**src/rtl/bwn_ps_pkg.sv**
```systemverilog
// Shared types and constants for the BWN parallel-to-serial scheduling slice.
package bwn_ps_pkg;

  typedef enum logic [2:0] {
    IDLE   = 3'd0,
    LOAD   = 3'd1,
    WAIT_V = 3'd2,
    STREAM = 3'd3,
    DONE   = 3'd4
  } ps_state_e;

  localparam int D_WL_DEF      = 24;
  localparam int CLASS_NUM_DEF = 2;

  function automatic int id_w(input int n);
    return (n > 1) ? $clog2(n) : 1;
  endfunction

endpackage

```
**src/rtl/ps_rr_scheduler_rr_pick.sv**
```systemverilog
// Combinational round-robin selector: first set req bit at or above rr_ptr, wrapping.
module rr_pick
  import bwn_ps_pkg::*;
#(
  parameter int  REQ_NUM = 4,
  localparam int IW      = id_w(REQ_NUM)
) (
  input  logic [REQ_NUM-1:0] req,
  input  logic [IW-1:0]      rr_ptr,
  output logic               grant_vld,
  output logic [IW-1:0]      grant_id
);

  // idx[k] is the requester visited k steps after rr_ptr
  logic [REQ_NUM-1:0][IW-1:0] idx;

  for (genvar k = 0; k < REQ_NUM; k++) begin : g_idx
    assign idx[k] = IW'((int'(rr_ptr) + k) % REQ_NUM);
  end

  // scan from the far end so the closest hit to rr_ptr wins
  always_comb begin
    grant_vld = 1'b0;
    grant_id  = '0;
    for (int k = REQ_NUM - 1; k >= 0; k--) begin
      if (req[idx[k]]) begin
        grant_vld = 1'b1;
        grant_id  = idx[k];
      end
    end
  end

endmodule

```
**src/rtl/ps_rr_scheduler.sv**
```systemverilog
// Round-robin sharing of one serializer among REQ_NUM score producers.
// Optional PS_BEAT_CHECK_EN adds a sticky err_beat on wrong beat count or timeout.
module ps_rr_scheduler
  import bwn_ps_pkg::*;
#(
  parameter int  D_WL      = D_WL_DEF,
  parameter int  CLASS_NUM = CLASS_NUM_DEF,
  parameter int  REQ_NUM   = 4,
  parameter int  TIMEOUT   = 64,
  localparam int VW        = CLASS_NUM * D_WL,
  localparam int IW        = id_w(REQ_NUM),
  localparam int TW        = $clog2(TIMEOUT)
) (
  input  logic                  clk,
  input  logic                  rst_n,
  input  logic [REQ_NUM-1:0]    req,
  input  logic [REQ_NUM*VW-1:0] req_data,
  output logic [REQ_NUM-1:0]    ack,
  output logic                  ps_en,
  output logic [VW-1:0]         ps_din,
  input  logic                  ps_valid,
  output logic                  busy,
  output logic [IW-1:0]         cur_id,
  output logic                  done,
`ifdef PS_BEAT_CHECK_EN
  output logic                  err_beat,
`endif
  output logic                  err_timeout
);

  ps_state_e     state;
  logic          grant_vld;
  logic [IW-1:0] grant_id;
  logic [IW-1:0] rr_ptr;
  logic [TW-1:0] timer;
  logic          timed_out;
`ifdef PS_BEAT_CHECK_EN
  logic [TW:0]   beats;
  logic          job_to;
`endif

  assign timed_out = (timer == TW'(TIMEOUT - 1));

  rr_pick #(.REQ_NUM(REQ_NUM)) u_pick (
    .req       (req),
    .rr_ptr    (rr_ptr),
    .grant_vld (grant_vld),
    .grant_id  (grant_id)
  );

  always_ff @(posedge clk or negedge rst_n) begin
    if (!rst_n) begin
      state       <= IDLE;
      ack         <= '0;
      ps_en       <= 1'b0;
      ps_din      <= '0;
      busy        <= 1'b0;
      cur_id      <= '0;
      done        <= 1'b0;
      err_timeout <= 1'b0;
      rr_ptr      <= '0;
      timer       <= '0;
`ifdef PS_BEAT_CHECK_EN
      beats       <= '0;
      job_to      <= 1'b0;
      err_beat    <= 1'b0;
`endif
    end else begin
      ack   <= '0;
      ps_en <= 1'b0;
      done  <= 1'b0;
      case (state)
        IDLE: if (grant_vld) begin
          ps_din <= req_data[grant_id*VW +: VW];
          cur_id <= grant_id;
          ack    <= REQ_NUM'(1) << grant_id;
          busy   <= 1'b1;
          state  <= LOAD;
        end
        LOAD: begin
          ps_en <= 1'b1;
          timer <= '0;
`ifdef PS_BEAT_CHECK_EN
          beats  <= '0;
          job_to <= 1'b0;
`endif
          state <= WAIT_V;
        end
        WAIT_V: begin
          timer <= timer + 1'b1;
          if (timed_out) begin
            err_timeout <= 1'b1;
            done        <= 1'b1;
            state       <= DONE;
`ifdef PS_BEAT_CHECK_EN
            job_to      <= 1'b1;
`endif
          end else if (ps_valid) begin
`ifdef PS_BEAT_CHECK_EN
            beats <= (TW+1)'(1);
`endif
            state <= STREAM;
          end
        end
        STREAM: begin
          timer <= timer + 1'b1;
          if (timed_out) begin
            err_timeout <= 1'b1;
            done        <= 1'b1;
            state       <= DONE;
`ifdef PS_BEAT_CHECK_EN
            job_to      <= 1'b1;
`endif
          end else if (ps_valid) begin
`ifdef PS_BEAT_CHECK_EN
            beats <= beats + 1'b1;
`endif
          end else begin
            done  <= 1'b1;
            state <= DONE;
          end
        end
        DONE: begin
          rr_ptr <= (cur_id == IW'(REQ_NUM - 1)) ? '0 : cur_id + 1'b1;
          busy   <= 1'b0;
`ifdef PS_BEAT_CHECK_EN
          if (job_to || beats != (TW+1)'(CLASS_NUM)) err_beat <= 1'b1;
`endif
          state  <= IDLE;
        end
        default: state <= IDLE;
      endcase
    end
  end

endmodule

```
**config.mk**
```make
export PLATFORM = sky130hd
export DESIGN_NAME = ps_rr_scheduler
export DESIGN_NICKNAME = d
export VERILOG_FILES = /design/src/rtl/bwn_ps_pkg.sv /design/src/rtl/ps_rr_scheduler_rr_pick.sv /design/src/rtl/ps_rr_scheduler.sv
export SDC_FILE = /design/constraint.sdc
export NUM_CORES = 1
export LEC_CHECK = 0
export ABC_AREA = 1
export CAP_MARGIN = 30
export CORE_MARGIN = 2
export CORE_UTILIZATION = 46
export CTS_BUF_LIST = sky130_fd_sc_hd__clkbuf_8
export CTS_CLUSTER_SIZE = 8
export DETAILED_ROUTE_END_ITERATION = 8
export GPL_ROUTABILITY_DRIVEN = 0
export PLACE_DENSITY_LB_ADDON = 0.3
export SYNTH_ARGS = -nofsm -noshare
export SYNTH_HDL_FRONTEND = slang
export SYNTH_SLANG_ARGS = --single-unit
```
**constraint.sdc**
```tcl
create_clock -name clk -period 4.7 [get_ports clk]
set_clock_uncertainty 0.15 [all_clocks]
set_input_delay 0.47 -clock clk [delete_from_list [all_inputs] [get_ports clk]]
set_output_delay 0.47 -clock clk [all_outputs]
set_load 0.05 [all_outputs]
```
After elaboration in Yosys (flattened, before gate mapping)
Cells that the tools add are included.
- register bits after elaboration: 69
- bits in latches: 0
- bits in writable memories: 0
- memory bits (read-only): 0
- input port bits: 199
- output and inout bits: 58
- logic and storage cells: 72
- memories: 0
- $add $sub $neg: 5
- multiply operators: 1
- div/mod/pow operators: 0
- magnitude comparators: 4
- equality and inequality tests: 9
- shift operators: 2
- multiplexer cells: 33
- bitwise operators: 0
- reduce and logical (&&, ||, !) cells: 8
- operator list (cell ; number):
    indexed part select 192 x 9 -> 48 bit ; 1
    two-way mux 3 bit ; 5
    two-way mux 1 bit ; 13
    less-than comparator 2 x 3 -> 1 bit, second input constant ; 4
    case mux 3 bit (4 select lines) ; 1
    case mux 6 bit (2 select lines) ; 1
    two-way mux 2 bit ; 5
    binary-select mux 1 bit (select 2 bit) ; 4
    two-way mux 4 bit ; 2
    adder 6 x 1 -> 6 bit, second input constant ; 1
    equality test 3 x 2 -> 1 bit, second input constant ; 2
    equality test 6 bit, second input constant ; 1
    != test 3 bit, second input constant ; 2
    AND reduction 2 bit ; 3
    adder 2 x 1 -> 2 bit, second input constant ; 2
    adder 2 bit, second input constant ; 2
    multiplier 2 x 2 -> 4 bit, second input constant ; 1
    case mux 1 bit (2 select lines) ; 2
    nonzero test 2 bit ; 2
    left shift 1 x 2 -> 4 bit, first input constant ; 1
    equality test 3 x 1 -> 1 bit, second input constant ; 1
    equality test 3 bit, second input constant ; 1
    zero test 3 bit ; 1
    AND reduction 3 bit ; 1
    3 further kinds ; 3

Logic depth before layout (Yosys ltp)
- depth after elaboration: 10
- depth in mapped cells: 16
- mapped depth without buffers: 14

Modules after synthesis
From an unflattened synthesis, not the netlist that was laid out.
- cell total of the unflattened synthesis: 623
- area, all modules: 4250.3 sq um
- by module, submodules not included (module ; instances ; cells each ; area each (sq um) ; sequential area each (sq um)):
    ps_rr_scheduler ; 1 ; 577 ; 4037.6 ; 1726.7
    rr_pick ; 1 ; 46 ; 212.7 ; 0.0

Least setup slack after synthesis
Ideal clock, no wire load.
- path kind: reg2reg
- start: reg rr_ptr[0]
- end: reg ps_din[32]
- library setup time: 0.118 ns
- arrival time: 1.684 ns
- required time: 4.432 ns
- setup slack: 2.748 ns
- stages on the path, launching flop included: 14
- path buffers: 3
- period minus slack after synthesis: 1.952 ns
- cell sequence: dfrtp_1 -> buf_4 -> o21ai_1 -> nand2_1 -> nand2_1 -> inv_2 -> nand3_2 -> buf_2 -> buf_4 -> nand3_1 -> nand3_1 -> nand2_1 -> nand2_1 -> nand2_1
- longest elaborated chain between the ends: 9
- elaborated cells between the ends (all ways): 22
- those cells by class: add/sub: 3; mul: 1; shift: 1; mux: 16; reduce/logical: 1
- ends and longest elaborated chain (what ; RTL line ; source):
    from (decl) ; ps_rr_scheduler.sv:34 ; logic [IW-1:0] rr_ptr;
    from (signal assigned) ; ps_rr_scheduler.sv:124 ; rr_ptr <= (cur_id == IW'(REQ_NUM - 1)) ? '0 : cur_id + 1'b1;
    adder 2 bit ; ps_rr_scheduler_rr_pick.sv:18 ; assign idx[k] = IW'((int'(rr_ptr) + k) % REQ_NUM);
    binary-select mux 1 bit (select 2 bit) ; ps_rr_scheduler_rr_pick.sv:26 ; if (req[idx[k]]) begin
    two-way mux 1 bit (not written as such) ; ps_rr_scheduler_rr_pick.sv:26 ;
    two-way mux 2 bit (4 in series) ; ps_rr_scheduler_rr_pick.sv:26 ;
    multiplier 2 x 2 -> 4 bit ; ps_rr_scheduler.sv:74 ; ps_din <= req_data[grant_id*VW +: VW];
    indexed part select 192 x 9 -> 48 bit ; ps_rr_scheduler.sv:74 ;
    to (signal assigned) ; ps_rr_scheduler.sv:74 ;
    to (decl) ; ps_rr_scheduler.sv:20 ; output logic [VW-1:0] ps_din,
Parallel ways exist; a longest one is shown, timed or not. The select of a mux whose other input is x is not followed.
A chain may end at the register's enable or synchronous reset.

Worst setup path in the final report
- start: reg rr_ptr[0]
- end: reg ps_din[30]
The elaborated chain is that of the path after synthesis.

==> reports/metrics.yaml <==
route:
  initial_drc_count: 448
  routed_wirelength_mm: 17.3
  drt_pre_antenna_iters: 5
  routed_antenna_nets: 0
  drt-vias-per-instance: 4.86
  route.detailed.wl_per_inst_um: 13.5
  vias: 6256
  drc: 0
timing:
  slew-limit-headroom: 0.327
  min_period_ps: 3220
  number_of_hold_violations_in_the_final_report: 0
  totalNegativeSetupSlack_ps: 0
  final_max_slew_viol_count: 0
  period_share: 0.685
  report.final.setup_viol: 0
  rsz0062_at_grt: "false"
  fmax_mhz: 311
  max_slew.worst_pin.slew_ps: 1010
cells_and_area:
  layout_common_cells: "sky130_fd_sc_hd__nand2_1, sky130_fd_sc_hd__clkdlybuf4s50_1, sky130_fd_sc_hd__inv_1, sky130_fd_sc_hd__nand3_1, sky130_fd_sc_hd__dfrtp_1"
  n_fill_cell: 985
  layout-area-overhead-vs-synth_pct: 53.2
  drive_above_1_share: 0.0280
  layout.cells.most_common: "sky130_fd_sc_hd__nand2_1"
  finalNonFillerCells: 1286
  design.final.nets: 1339
  antenna-diode-count: 0
status:
  status: "complete, no violations"
setup_path:
  critical-path-slowest-cell: "sky130_fd_sc_hd__dfrtp_1"
  critPathRequiredTime_ps: 4790
  timing.critical_path.mode_cell: "sky130_fd_sc_hd__nand2_1"
  worst_path_largest_cell_delay_ps: 640
  crit_type: "reg -> reg"
  critPathLaunchType: "register"
  crit_path_end_kind: "register"
  cp_max_fo: 73
  cp_data_arrival_time_ps: 3310
  critical_path_cell_list: "inv_1, nand2_1, nand2_1, inv_1, nand2_1, nand3_1, nand3_4, nand2_4, buf_16, nand2_1, nand3_1, nand2_1, nand2_1, nand2_1"
logic_synthesis:
  synth_top_family_by_area: "simple AND/OR/NAND/NOR gates"
  synth_compound_area_frac: 0.0207
  number_of_flops_mapped_to_enable_cells_by_yosys: 0
  synthesis.area_um2: 5320
  syn-instance-count: 916
  synth-warning-count: 0
  synth-seq-area-share: 0.325
  register_bit_total_from_synthesis: 69
  synthAdderAreaFrac: 0.00471
  multiplexer_share_of_the_synthesized_area: 0
  synthArstFlopShare: 1.00
  postSynth.topFlopCell: "sky130_fd_sc_hd__dfrtp_1"
  post_synthesis_simple_gate_area_fraction: 0.447
  yosys.cell_types.count: 25
  synth-xor-area-share: 0.00165
  syn_nets: 1117
  synthesized_area_divided_by_synthesized_cell_count_um2: 5.81
hold_path:
  hold_class: "in -> async"
placement:
  placedCellCount: 1269
  io_buffers: 256
  dp_hpwl_mm: 11.9
die:
  die_w_um: 112
  placementRows: 39
  design.core.area_um2: 11400
  floorplan.die.height_um: 112
  io_pins: 257
  floorplan.die_area_um2: 12400
  initial_utilization: 0.468
pwr:
  p_total_uw: 6060
  p_sw_frac: 0.557
  p_switching_uw: 3380
  pwr-share-comb: 0.728
  ir_drop_mv: 0.760
  power.density_nw_per_um2: 744
  part_of_the_total_power_dissipated_in_sequential_elements: 0.172
  p_clk_frac: 0.100
  power_report.internal_total_uw: 2680
  p_leak_uw: 0.00457
clock_tree:
  cts.sinks: 69
  cts-root-to-sink-buffers: 2
  path_clk_slew_ps: 80
  maximum_level_of_the_cts_h_tree: 3
  postCtsHoldBufs: 0
  cts_inserted_buffers: 9
  tritoncts: "done"
  post-cts-setup-buffer-count: 0
  cts-root-buf: "sky130_fd_sc_hd__clkbuf_8"
  postCtsResizedCells: 0
  worstSkewPairLatency_ps: 350
global_route:
  number_of_global_route_vias_before_repair: 6117
  first_pass_grt_wire_length_mm: 28.6
  grt_use_total: 0.280
  grt_start_max_net_pins: 100
  grt-ovfl-total: 0
  antenna_found_initial: 0
job:
  max_cap_viol_count: 0
area by class of cell:
cell class | count | area, um^2 | area share
Timing Repair Buffer | 262 | 2650 | 0.325
Multi-Input combinational cell | 583 | 2540 | 0.312
Sequential cell | 69 | 1730 | 0.212
Inverter | 213 | 800 | 0.0981
Tap cell | 143 | 179 | 0.0220
Clock buffer | 9 | 124 | 0.0152
Clock inverter | 7 | 123 | 0.0151
worst max-delay path: cells and delay by family, from the launching register on:
kind	cells	cell delay, ps
buffers and inverters	3	550
AND/OR/NAND/NOR	11	1710
flip-flops	1	640
registers in the layout (all words and copies together) (netlist names):
name	count
err_timeout	1
cur_id	2
ps_din	48
rr_ptr	2
state	3
busy	1
ack	4
done	1
timer	6
ps_en	1
synth_stat cells, drive strengths merged (2+ instances only):
master / n / area share
clkbuf: 12 / 0.0085
nand3: 203 / 0.19
ha: 2 / 0.0047
dfrtp: 69 / 0.32
inv: 212 / 0.15
buf: 39 / 0.043
a21oi: 5 / 0.0047
nand2: 335 / 0.24
o22ai: 2 / 0.0024
o21ai: 12 / 0.012
nor3: 2 / 0.0019
nor2: 19 / 0.013
per-stage QoR:
stage	utilization	instance area (um^2)	setup slack (ps)	hold WS, ps
6_report	0.717	8150	1480	64.6
3_3_place_gp	0.689	7830	1140	311
5_1_grt	0.717	8150	1180	152
3_5_place_dp	0.692	7870	1080	314
4_1_cts	0.714	8120	1280	127
2_1_floorplan	-	5320	2750	24.4
path summary, 6_finish.rpt:
kind                                   startpoint                endpoint  slack, ps  cells after the start
min in group clk           ps_din[31]$_DFFE_PN0P_  ps_din[31]$_DFFE_PN0P_        330                      2
min                                         rst_n   ps_din[1]$_DFFE_PN0P_         60                      1
max                         rr_ptr[0]$_DFFE_PN0P_  ps_din[30]$_DFFE_PN0P_       1480                     14
min reg2reg                ps_din[31]$_DFFE_PN0P_  ps_din[31]$_DFFE_PN0P_        330                      2
max in group asynchronous                   rst_n  ps_din[44]$_DFFE_PN0P_       3720                      1
max reg2reg                 rr_ptr[0]$_DFFE_PN0P_  ps_din[30]$_DFFE_PN0P_       1480                     14
power groups by stage:
| stage | registers [uW] | clock network (uW) | logic, uW |
|---|---|---|---|
| finish | 1040 | 607 | 4410 |
| detailed placement | 1050 | 0 | 4380 |
| global placement | 1040 | 0 | 4220 |
| global route | 1080 | 638 | 4860 |
| floorplan | 1790 | 0 | 2410 |
| CTS | 1040 | 613 | 4400 |
cell families (layout without fill, tap and decap cells):
family / after synthesis / count (layout)
AOI/OAI and AO/OA: 20 / 20
and+or+nand+nor: 560 / 560
adders and majority gates: 2 / 2
DFF: 69 / 69
xor gates and xnor gates: 1 / 1
buffers and inverters: 264 / 491
routing by layer:
| layer | vias up | wire length [um] | track usage |
|---|---|---|---|
| met5 | - | 0 | 0 |
| met4 | 0 | 750 | 0.137 |
| met3 | 58 | 1320 | 0.0593 |
| met2 | 265 | 8290 | 0.485 |
| met1 | 2758 | 6970 | 0.332 |
| li1 | 3175 | - | - |
Note: power is estimated with default switching activity, not from simulation.
